==> src/rtl/cache_pkg.sv <==
// Shared types and address-field width helpers for the direct-mapped instruction cache.
package cache_pkg;

  typedef enum logic [1:0] {
    ST_READY,
    ST_REFILL_REQ,
    ST_REFILL_WAIT,
    ST_RESPOND
  } state_e;

  localparam int unsigned BYTE_OFFSET_W = 2;

  function automatic int unsigned offset_w(input int unsigned words_per_line);
    return $clog2(words_per_line);
  endfunction

  function automatic int unsigned index_w(input int unsigned lines);
    return $clog2(lines);
  endfunction

  function automatic int unsigned tag_w(input int unsigned pc_width,
                                        input int unsigned lines,
                                        input int unsigned words_per_line);
    return pc_width - BYTE_OFFSET_W - $clog2(lines) - $clog2(words_per_line);
  endfunction

endpackage

==> src/rtl/instr_cache_array.sv <==
// Data/tag/valid storage: combinational read, synchronous write, single-cycle bulk invalidate.
module instr_cache_array #(
  parameter int unsigned IDX_W      = 4,
  parameter int unsigned OFF_W      = 2,
  parameter int unsigned TAG_W      = 24,
  parameter int unsigned DATA_WIDTH = 32
) (
  input  logic                  clk_i,
  input  logic                  rst_ni,
  input  logic [IDX_W-1:0]      rd_idx_i,
  input  logic [OFF_W-1:0]      rd_off_i,
  output logic [DATA_WIDTH-1:0] rd_data_o,
  output logic [TAG_W-1:0]      rd_tag_o,
  output logic                  rd_valid_o,
  input  logic                  wr_en_i,
  input  logic [IDX_W-1:0]      wr_idx_i,
  input  logic [OFF_W-1:0]      wr_off_i,
  input  logic [DATA_WIDTH-1:0] wr_data_i,
  input  logic                  tag_we_i,
  input  logic [TAG_W-1:0]      tag_i,
  input  logic                  set_valid_i,
  input  logic                  clear_all_i
);

  localparam int unsigned LINES = 2 ** IDX_W;
  localparam int unsigned WORDS = 2 ** (IDX_W + OFF_W);

  logic [DATA_WIDTH-1:0] data_q [WORDS];
  logic [TAG_W-1:0]      tag_q  [LINES];
  logic [LINES-1:0]      valid_q;

  assign rd_data_o  = data_q[{rd_idx_i, rd_off_i}];
  assign rd_tag_o   = tag_q[rd_idx_i];
  assign rd_valid_o = valid_q[rd_idx_i];

  always_ff @(posedge clk_i) begin
    if (wr_en_i) begin
      data_q[{wr_idx_i, wr_off_i}] <= wr_data_i;
    end
    if (tag_we_i) begin
      tag_q[wr_idx_i] <= tag_i;
    end
  end

  // Bulk clear wins over a same-cycle set so a flush can never be undone by a fill.
  always_ff @(posedge clk_i or negedge rst_ni) begin
    if (!rst_ni) begin
      valid_q <= '0;
    end else if (clear_all_i) begin
      valid_q <= '0;
    end else if (set_valid_i) begin
      valid_q[wr_idx_i] <= 1'b1;
    end
  end

endmodule

==> src/rtl/instr_cache.sv <==
// Direct-mapped, blocking instruction cache with line refill over a simple request/beat memory port.
module instr_cache
  import cache_pkg::*;
#(
  parameter int unsigned PC_WIDTH       = 32,
  parameter int unsigned DATA_WIDTH     = 32,
  parameter int unsigned LINES          = 16,
  parameter int unsigned WORDS_PER_LINE = 4
) (
  input  logic                  clk,
  input  logic                  rst,
  input  logic                  req_valid,
  input  logic [PC_WIDTH-1:0]   req_addr,
  output logic                  req_ready,
  output logic                  rsp_valid,
  output logic [DATA_WIDTH-1:0] rsp_instr,
  output logic [PC_WIDTH-1:0]   rsp_addr,
  input  logic                  flush,
  output logic                  mem_req_valid,
  input  logic                  mem_req_ready,
  output logic [PC_WIDTH-1:0]   mem_req_addr,
  input  logic                  mem_rsp_valid,
  input  logic [DATA_WIDTH-1:0] mem_rsp_data,
  output logic [31:0]           hit_count,
  output logic [31:0]           miss_count
);

  localparam int unsigned OFF_W   = offset_w(WORDS_PER_LINE);
  localparam int unsigned IDX_W   = index_w(LINES);
  localparam int unsigned TAG_W   = tag_w(PC_WIDTH, LINES, WORDS_PER_LINE);
  localparam int unsigned IDX_LSB = BYTE_OFFSET_W + OFF_W;
  localparam int unsigned TAG_LSB = IDX_LSB + IDX_W;

  state_e state_q, state_d;

  logic [PC_WIDTH-1:0]   addr_q;
  logic [PC_WIDTH-1:0]   mem_req_addr_q;
  logic [PC_WIDTH-1:0]   rsp_addr_q;
  logic [DATA_WIDTH-1:0] rsp_instr_q;
  logic                  rsp_valid_q;
  logic [OFF_W-1:0]      beat_q;
  logic                  flushed_q;
  logic [31:0]           hit_cnt_q;
  logic [31:0]           miss_cnt_q;

  logic [IDX_W-1:0]      rd_idx;
  logic [OFF_W-1:0]      rd_off;
  logic [TAG_W-1:0]      lookup_tag;
  logic [DATA_WIDTH-1:0] rd_data;
  logic [TAG_W-1:0]      rd_tag;
  logic                  rd_valid;
  logic                  accept, hit, wr_en, fill_done, set_valid;

  // Lookups use the live PC while idle and the latched PC for the refill response.
  assign rd_idx     = (state_q == ST_READY) ? req_addr[TAG_LSB-1:IDX_LSB] : addr_q[TAG_LSB-1:IDX_LSB];
  assign rd_off     = (state_q == ST_READY) ? req_addr[IDX_LSB-1:BYTE_OFFSET_W]
                                            : addr_q[IDX_LSB-1:BYTE_OFFSET_W];
  assign lookup_tag = req_addr[PC_WIDTH-1:TAG_LSB];

  assign hit       = rd_valid && (rd_tag == lookup_tag);
  assign accept    = req_valid && req_ready;
  assign wr_en     = (state_q == ST_REFILL_WAIT) && mem_rsp_valid;
  assign fill_done = wr_en && (beat_q == '1);
  assign set_valid = fill_done && !flush && !flushed_q;

  instr_cache_array #(
    .IDX_W      (IDX_W),
    .OFF_W      (OFF_W),
    .TAG_W      (TAG_W),
    .DATA_WIDTH (DATA_WIDTH)
  ) u_array (
    .clk_i       (clk),
    .rst_ni      (rst),
    .rd_idx_i    (rd_idx),
    .rd_off_i    (rd_off),
    .rd_data_o   (rd_data),
    .rd_tag_o    (rd_tag),
    .rd_valid_o  (rd_valid),
    .wr_en_i     (wr_en),
    .wr_idx_i    (addr_q[TAG_LSB-1:IDX_LSB]),
    .wr_off_i    (beat_q),
    .wr_data_i   (mem_rsp_data),
    .tag_we_i    (fill_done),
    .tag_i       (addr_q[PC_WIDTH-1:TAG_LSB]),
    .set_valid_i (set_valid),
    .clear_all_i (flush)
  );

  always_ff @(posedge clk or negedge rst) begin
    if (!rst) begin
      state_q <= ST_READY;
    end else begin
      state_q <= state_d;
    end
  end

  always_comb begin
    state_d = state_q;
    unique case (state_q)
      ST_READY:       if (accept && !hit) state_d = ST_REFILL_REQ;
      ST_REFILL_REQ:  if (mem_req_ready) state_d = ST_REFILL_WAIT;
      ST_REFILL_WAIT: if (fill_done) state_d = ST_RESPOND;
      ST_RESPOND:     state_d = ST_READY;
      default:        state_d = ST_READY;
    endcase
  end

  always_comb begin
    req_ready     = 1'b0;
    mem_req_valid = 1'b0;
    rsp_valid     = rsp_valid_q;
    rsp_instr     = rsp_instr_q;
    rsp_addr      = rsp_addr_q;
    unique case (state_q)
      ST_READY:      req_ready = !flush;
      ST_REFILL_REQ: mem_req_valid = 1'b1;
      ST_RESPOND: begin
        rsp_valid = 1'b1;
        rsp_instr = rd_data;
        rsp_addr  = addr_q;
      end
      default: ;
    endcase
  end

  always_ff @(posedge clk or negedge rst) begin
    if (!rst) begin
      addr_q         <= '0;
      mem_req_addr_q <= '0;
      rsp_addr_q     <= '0;
      rsp_instr_q    <= '0;
      rsp_valid_q    <= 1'b0;
      beat_q         <= '0;
      flushed_q      <= 1'b0;
      hit_cnt_q      <= '0;
      miss_cnt_q     <= '0;
    end else begin
      rsp_valid_q <= accept && hit;
      if (accept && hit) begin
        rsp_instr_q <= rd_data;
        rsp_addr_q  <= req_addr;
        if (hit_cnt_q != '1) hit_cnt_q <= hit_cnt_q + 32'd1;
      end
      if (accept && !hit) begin
        addr_q         <= req_addr;
        mem_req_addr_q <= {req_addr[PC_WIDTH-1:IDX_LSB], {IDX_LSB{1'b0}}};
        flushed_q      <= 1'b0;
        if (miss_cnt_q != '1) miss_cnt_q <= miss_cnt_q + 32'd1;
      end
      if ((state_q == ST_REFILL_REQ) && mem_req_ready) begin
        beat_q <= '0;
      end else if (wr_en) begin
        beat_q <= beat_q + 1'b1;
      end
      // A flush that lands anywhere in the refill leaves the refilled line invalid.
      if (flush && (state_q != ST_READY)) flushed_q <= 1'b1;
    end
  end

  assign mem_req_addr = mem_req_addr_q;
  assign hit_count    = hit_cnt_q;
  assign miss_count   = miss_cnt_q;

endmodule

==> config.mk <==
export PLATFORM = sky130hd
export DESIGN_NAME = instr_cache
export DESIGN_NICKNAME = d
export VERILOG_FILES = /design/src/rtl/cache_pkg.sv /design/src/rtl/instr_cache_array.sv /design/src/rtl/instr_cache.sv
export SDC_FILE = /design/constraint.sdc
export NUM_CORES = 2
export LEC_CHECK = 0
export ABC_CLOCK_PERIOD_IN_PS = 11400
export CAP_MARGIN = 40
export CELL_PAD_IN_SITES_DETAIL_PLACEMENT = 0
export CELL_PAD_IN_SITES_GLOBAL_PLACEMENT = 1
export CORE_UTILIZATION = 25
export DETAILED_ROUTE_END_ITERATION = 7
export GPL_ROUTABILITY_DRIVEN = 0
export PLACE_DENSITY = 0.51
export REMOVE_ABC_BUFFERS = 1
export SLEW_MARGIN = 0
export SYNTH_ARGS = -nofsm -noshare
export SYNTH_HDL_FRONTEND = slang
export SYNTH_HIERARCHICAL = 1
export SYNTH_SLANG_ARGS = --single-unit
==> constraint.sdc <==
create_clock -name clk -period 11.4 [get_ports clk]
set_clock_uncertainty 0.15 [all_clocks]
set_input_delay 1.71 -clock clk [delete_from_list [all_inputs] [get_ports clk]]
set_output_delay 1.71 -clock clk [all_outputs]
set_load 0.1 [all_outputs]
* Word level (Yosys, flattened, before mapping)
Memories as Yosys holds them, arrays and structs flattened.
Index checks and enable logic that the tools add are counted.
** Word-level totals
- Flip-flop bits (word level) :: 210
- Bits in writable memories :: 2432
- Bits of input ports :: 70
- Logic and storage cells :: 77
- Memories kept :: 2
** Memory list
- u_array.data_q :: words 64, width 32, rd ports 1, clocked after Yosys merged registers in 0, wr ports 1, RTL line instr_cache_array.sv:28 : logic [DATA_WIDTH-1:0] data_q [WORDS];
- u_array.tag_q :: words 16, width 24, rd ports 1, clocked after Yosys merged registers in 0, wr ports 1, RTL line instr_cache_array.sv:29 : logic [TAG_W-1:0] tag_q [LINES];
** Operators by class
- $add $sub $neg :: 3
- Order comparisons :: 3
- Equal/unequal tests :: 10
- Muxes and demuxes :: 25
- Bitwise gates (word level) :: 1
- Reductions and logical operators :: 22
** Operators with widths (count)
- 32-bit by 1-bit adder with 32-bit output, second input constant :: 2
- 32-bit two-way mux :: 2
- 32-bit != test, second input constant :: 2
- 16-bit two-way mux :: 2
- 24-bit equality test :: 1
- 16-bit bitwise OR :: 1
- 2-bit two-way mux :: 6
- 1-bit logical AND :: 11
- 1-bit two-way mux :: 11
- 4-bit by 5-bit < comparator with 1-bit output, second input constant :: 2
- 2-bit case mux with 4 select lines :: 1
- 2-bit nonzero test :: 4
- 2-bit equality test, second input constant :: 3
- 1-bit binary-select mux with 4-bit select :: 1
- 1-bit demux with 4-bit select :: 1
- 4-bit by 1-bit greater-or-equal comparator with 1-bit output, second input constant :: 1
- 4-bit two-way mux :: 1
- 2-bit != test, second input constant :: 2
- 2-bit AND reduction :: 2
- 1-bit logical NOT :: 3
- 3-bit AND reduction :: 1
- 2-bit by 1-bit adder with 2-bit output, second input constant :: 1
- 2-bit by 1-bit equality test with 1-bit output, second input constant :: 1
- 2-bit logical NOT :: 1
- 2-bit by 1-bit != test with 1-bit output, second input constant :: 1

* Depth between registers and ports, before layout
- Depth after elaboration :: 9
- Depth in mapped cells :: 18
- Depth with buffers taken out :: 11

* Modules after synthesis
Netlist, hierarchy kept.
** By module, submodules not included
- instr_cache_array :: instances 1, cells an instance 3896, area an instance 92647.6 sq um, seq. area each 73430.4 sq um
- instr_cache :: instances 1, cells an instance 909, area an instance 8638.3 sq um, seq. area each 4154.0 sq um

* Worst setup path before layout
No wires, ideal clock.
- Path kind :: input -> output
- From :: in req_addr[3]
- To :: out rsp_instr[27]
- Data arrival time :: 4.011 ns
- Data required time :: 9.540 ns
- Setup slack :: 5.529 ns
- Cell stages on the path :: 8
- Buffers on the path :: 2
- Cell sequence :: mux2_2 -> buf_4 -> clkbuf_1 -> mux4_2 -> a22oi_1 -> a21oi_1 -> or4_1 -> mux2_2
** Between the ends
- Word-level cells in the longest chain between the ends :: 3
** RTL lines
- start: declaration :: RTL line instr_cache.sv:13 : input logic [PC_WIDTH-1:0] req_addr,
- 2-bit two-way mux :: RTL line instr_cache.sv:56 : assign rd_off = (state_q == ST_READY) ? req_addr[IDX_LSB-1:BYTE_OFFSET_W]
- memory 64 x 32 bit
- net rd_data[27] :: RTL line instr_cache.sv:49 : logic [DATA_WIDTH-1:0] rd_data;
- 32-bit two-way mux :: RTL line instr_cache.sv:114 : unique case (state_q)
- end: declaration :: RTL line instr_cache.sv:16 : output logic [DATA_WIDTH-1:0] rsp_instr,
The timed path passes the listed nets, and every way through them passes these cells.

* Worst setup path after layout
- From :: in req_addr[4]
- To :: out rsp_instr[30]
** Between the ends
- Word-level cells in the longest chain between the ends :: 3
** RTL lines
- 4-bit two-way mux :: RTL line instr_cache.sv:55 : assign rd_idx = (state_q == ST_READY) ? req_addr[TAG_LSB-1:IDX_LSB] : addr_q[TAG_LSB-1:IDX_LSB];
- net rd_idx[0] :: RTL line instr_cache.sv:46 : logic [IDX_W-1:0] rd_idx;
- memory 64 x 32 bit
- net rd_data[30] :: RTL line instr_cache.sv:49
- 32-bit two-way mux :: RTL line instr_cache.sv:114
The timed path passes the listed nets, and every way through them passes these cells.

==> parameters.txt <==
Parameter                              Value

Run status
  Status    complete, no violations

Yosys
  Cell variety after synth    63
  Post-synthesis cell count    4805
  Most used flip-flop cell after synthesis    sky130_fd_sc_hd__edfxtp_1
  Number of enable-type register cells in the synthesized netlist    2432
  Flip-flop and latch count after synthesis    ~2600
  Yosys warning count    6
  Area of the mapped netlist    101000 um2
  FFs w/ async S/R, synth    0.0696
  Part of the Yosys area used for sequential elements    0.766
  Syn_area_per_cell    ~21 um2

Timing
  Fraction of the cycle the final worst path needs    0.731
  Final number of max-transition violations    0
  Headroom to the max-slew limit    0.335
  Transition at the pin with the smallest max-transition slack    998 ps
  Max Freq    120 MHz
  Unrepaired setup endpoints after global routing    false
  Number of endpoints with negative hold slack in the final report    0
  Final period demand of the worst path    8330 ps
  Final Setup Violations    0

Setup path
  Data arrival time of the critical path    6470 ps
  Critical Path Source    req_addr[4]
  Sort of element at the start of the critical path    primary input
  Category of the worst setup path capture point    output port
  Required time reported for the critical path endpoint    9540 ps
  Max FO, Critical Path    48
  Crit Path Category    primary input to output port
  Start of the worst register-to-register path    state_q[0]$_DFFE_PN0P_

Die
  Die width    approximately 640 um
  Number of ports placed on the die boundary    233
  Y dimension of the die    around 640 um
  Row Count    233
  Full die area    408000 um2
  CORE AREA    403000 um2
  Initial Utilization    0.251

Clock tree
  Clock sink count    2614
  Maximum clock path buffer count    4
  Deepest level of the CTS H-tree    5
  Clock-pin slew reported for the worst setup and hold paths after clock tree synthesis    ~60 ps
  TritonCTS clock tree    yes
  Clock buffer count from CTS    ~280
  Resize count post-CTS    0
  Hold buffers post-CTS    0
  Post-CTS repair timing setup buffer count    0
  Skew-Pair Late Insertion Delay    880 ps
  Root cell of the clock tree    sky130_fd_sc_hd__clkbuf_16

Final layout
  Most common library cell in the layout ignoring fill and taps    sky130_fd_sc_hd__edfxtp_1
  Layout overhead on the synthesized area    21.8%
  Net count reported at finish    ~5500
  Design Area, Final    123000 um2
  Commonest cells after routing, fill and taps aside    2432 x sky130_fd_sc_hd__edfxtp_1, 637 x sky130_fd_sc_hd__mux4_2, 368 x sky130_fd_sc_hd__nand2_1
  Share of layout cells above drive strength 1    0.285
  Final core area utilization    0.306

GRT
  Gr usage total    0.149
  Maximum number of pins on one net before global-route repair    98
  Wire length of the first global-routing pass    430000 um
  Overflow after GRT    0
  Vias in the first global route    52900
  Number of antenna violations at the first check in global routing    38

Place
  Estimated wirelength of the detail-placed design    roughly 180000 um
  Placed Area    115000 um2
  Number of input and output port buffers inserted    228

Detailed routing
  DR pass1 iterations    5
  DR DRC count    0
  Mean number of vias per cell    roughly 4.7
  DR iter-0 viols    5056
  Wire length reported by the detailed router    approximately 310000 um
  Wirelength per Cell    28.1 um
  Routed via count    roughly 52000
  Number of antenna-violating nets in the routed design    0

Power and ir drop
  Total power after layout    approximately 31 mW
  Static Leakage    39.3 nW
  Power density over cell area    between 200 and 300 nW/um2
  Peak supply drop    189 uV

Hold path
  Hold/Removal Path Class    flop to flop
  Min-delay src    rsp_instr_q[6]$_DFFE_PN0P_

Run
  Max_cap viols    0
critical path, cell delays in order:
cell and delay [ps]:
sky130_fd_sc_hd__clkdlybuf4s50_1 650, sky130_fd_sc_hd__mux2_8 580, sky130_fd_sc_hd__buf_4 460, sky130_fd_sc_hd__buf_4 570
sky130_fd_sc_hd__mux4_2 400, sky130_fd_sc_hd__o221ai_1 280, sky130_fd_sc_hd__a21oi_1 140, sky130_fd_sc_hd__o211a_1 500
sky130_fd_sc_hd__mux2_2 380, sky130_fd_sc_hd__clkdlybuf4s50_1 450, sky130_fd_sc_hd__buf_8 180
final cells by class:
| type | count | area (um2) |
|---|---|---|
| well taps | 5405 | 6760 |
| diodes | 7 | 17.5 |
| clock buffers | 361 | 7550 |
| repair buffers | 596 | 7520 |
| fillers | 38800 | 279000 |
| clock inverters | 137 | 1080 |
| flip-flops and latches | 2614 | 77600 |
| inverters | 13 | 48.8 |
| multi-input cells | 1885 | 22800 |
cells in the mapped netlist, types with 6 or more instances:
master	number	share of area
sky130_fd_sc_hd__xor2_1	51	0.0044
sky130_fd_sc_hd__nor2_1	137	0.0051
sky130_fd_sc_hd__buf_2	84	0.0042
sky130_fd_sc_hd__mux4_2	637	0.14
sky130_fd_sc_hd__o22ai_1	30	0.0019
sky130_fd_sc_hd__buf_4	62	0.0046
sky130_fd_sc_hd__nand3_1	36	0.0018
sky130_fd_sc_hd__buf_1	26	0.00096
sky130_fd_sc_hd__and3_1	11	0.00068
sky130_fd_sc_hd__a221oi_1	56	0.0048
sky130_fd_sc_hd__o221ai_1	51	0.0044
sky130_fd_sc_hd__mux2i_1	31	0.0031
sky130_fd_sc_hd__dfrtp_1	182	0.045
sky130_fd_sc_hd__mux2_2	73	0.0081
sky130_fd_sc_hd__and4_1	6	0.00052
sky130_fd_sc_hd__and2_1	9	0.00056
sky130_fd_sc_hd__a21oi_1	64	0.0032
sky130_fd_sc_hd__buf_6	14	0.0016
sky130_fd_sc_hd__clkbuf_1	109	0.0040
sky130_fd_sc_hd__nor4_1	19	0.0012
sky130_fd_sc_hd__o211a_1	27	0.0027
sky130_fd_sc_hd__nand2_1	369	0.014
sky130_fd_sc_hd__nand4_1	27	0.0017
sky130_fd_sc_hd__o21ai_0	7	0.00035
sky130_fd_sc_hd__nand2b_1	15	0.00093
sky130_fd_sc_hd__nor2b_1	11	0.00068
sky130_fd_sc_hd__xnor2_1	29	0.0025
sky130_fd_sc_hd__edfxtp_1	2432	0.72
sky130_fd_sc_hd__a22oi_1	93	0.0069
sky130_fd_sc_hd__nor3_1	25	0.0012
sky130_fd_sc_hd__inv_1	13	0.00048
sky130_fd_sc_hd__or4_1	7	0.00052
sky130_fd_sc_hd__ha_1	8	0.00099
report_power, final:
| part | leakage (nW) | internal (mW) | switching (mW) | total, mW |
|---|---|---|---|---|
| registers | 24.4 | 10.8 | 0.298 | 11.1 |
| clock network | 4.19 | 4.98 | 3.76 | 8.75 |
| logic | 10.7 | 4.30 | 6.83 | 11.1 |
cells by family (layout without fill, tap and decap cells):
group | after synthesis | after routing | share of synthesized area
compound gates | 338 | 338 | 0.0251
xor+xnor | 80 | 80 | 0.00692
fa+ha+maj | 8 | 8 | 0.000988
buf+inv | 309 | 1107 | 0.0159
flops | 2614 | 2614 | 0.766
mux | 743 | 743 | 0.153
other cells | 1 | 11 | 0.0000370
simple gates | 712 | 712 | 0.0320
metal layers:
metal | share of wire | vias up | routed length, um | track usage
met1 | 0.45 | 28500 | 138000 | 0.213
li1 | - | 21100 | - | -
met2 | 0.47 | 1842 | 144000 | 0.236
met5 | 0.00016 | - | 49 | 0
met4 | 0.019 | 8 | 5960 | 0.0293
met3 | 0.070 | 395 | 21600 | 0.0289
through the flow:
stage | std cells | setup slack (ps) | setup TNS, ps | hold WS [ps]
5_1_grt | 11000 | 2830 | 0 | 334
3_5_place_dp | 10500 | 3040 | 0 | 302
2_1_floorplan | 4512 | -5370 | -246440 | 285
6_report | 11000 | 3070 | 0 | 311
4_1_cts | 11000 | 2990 | 0 | 314
3_3_place_gp | 10300 | 2590 | 0 | 296
state kept, by name (all words and copies together), names as in the netlist:
| name | count |
|---|---|
| rsp_valid_q | 1 |
| rsp_addr_q | 32 |
| hit_count | 32 |
| u_array/data_q | 2048 |
| u_array/valid_q | 16 |
| state_q | 2 |
| flushed_q | 1 |
| rsp_instr_q | 32 |
| u_array/tag_q | 384 |
| miss_count | 32 |
| addr_q | 32 |
| beat_q | 2 |
final timing paths:
path                                              end  slack [ps]  depth (start not counted)
max in group asynchronous  miss_count[11]$_DFFE_PN0P_        9000                          3
hold reg to reg            rsp_instr_q[6]$_DFFE_PN0P_         310                          2
hold / removal             rsp_instr_q[6]$_DFFE_PN0P_         310                          2
min in group asynchronous      addr_q[10]$_DFFE_PN0P_         690                          1
setup / recovery                        rsp_instr[30]        3070                         11
setup reg to reg             hit_count[7]$_DFFE_PN0P_        4530                         15
Note: power is estimated with default switching activity, not from simulation.
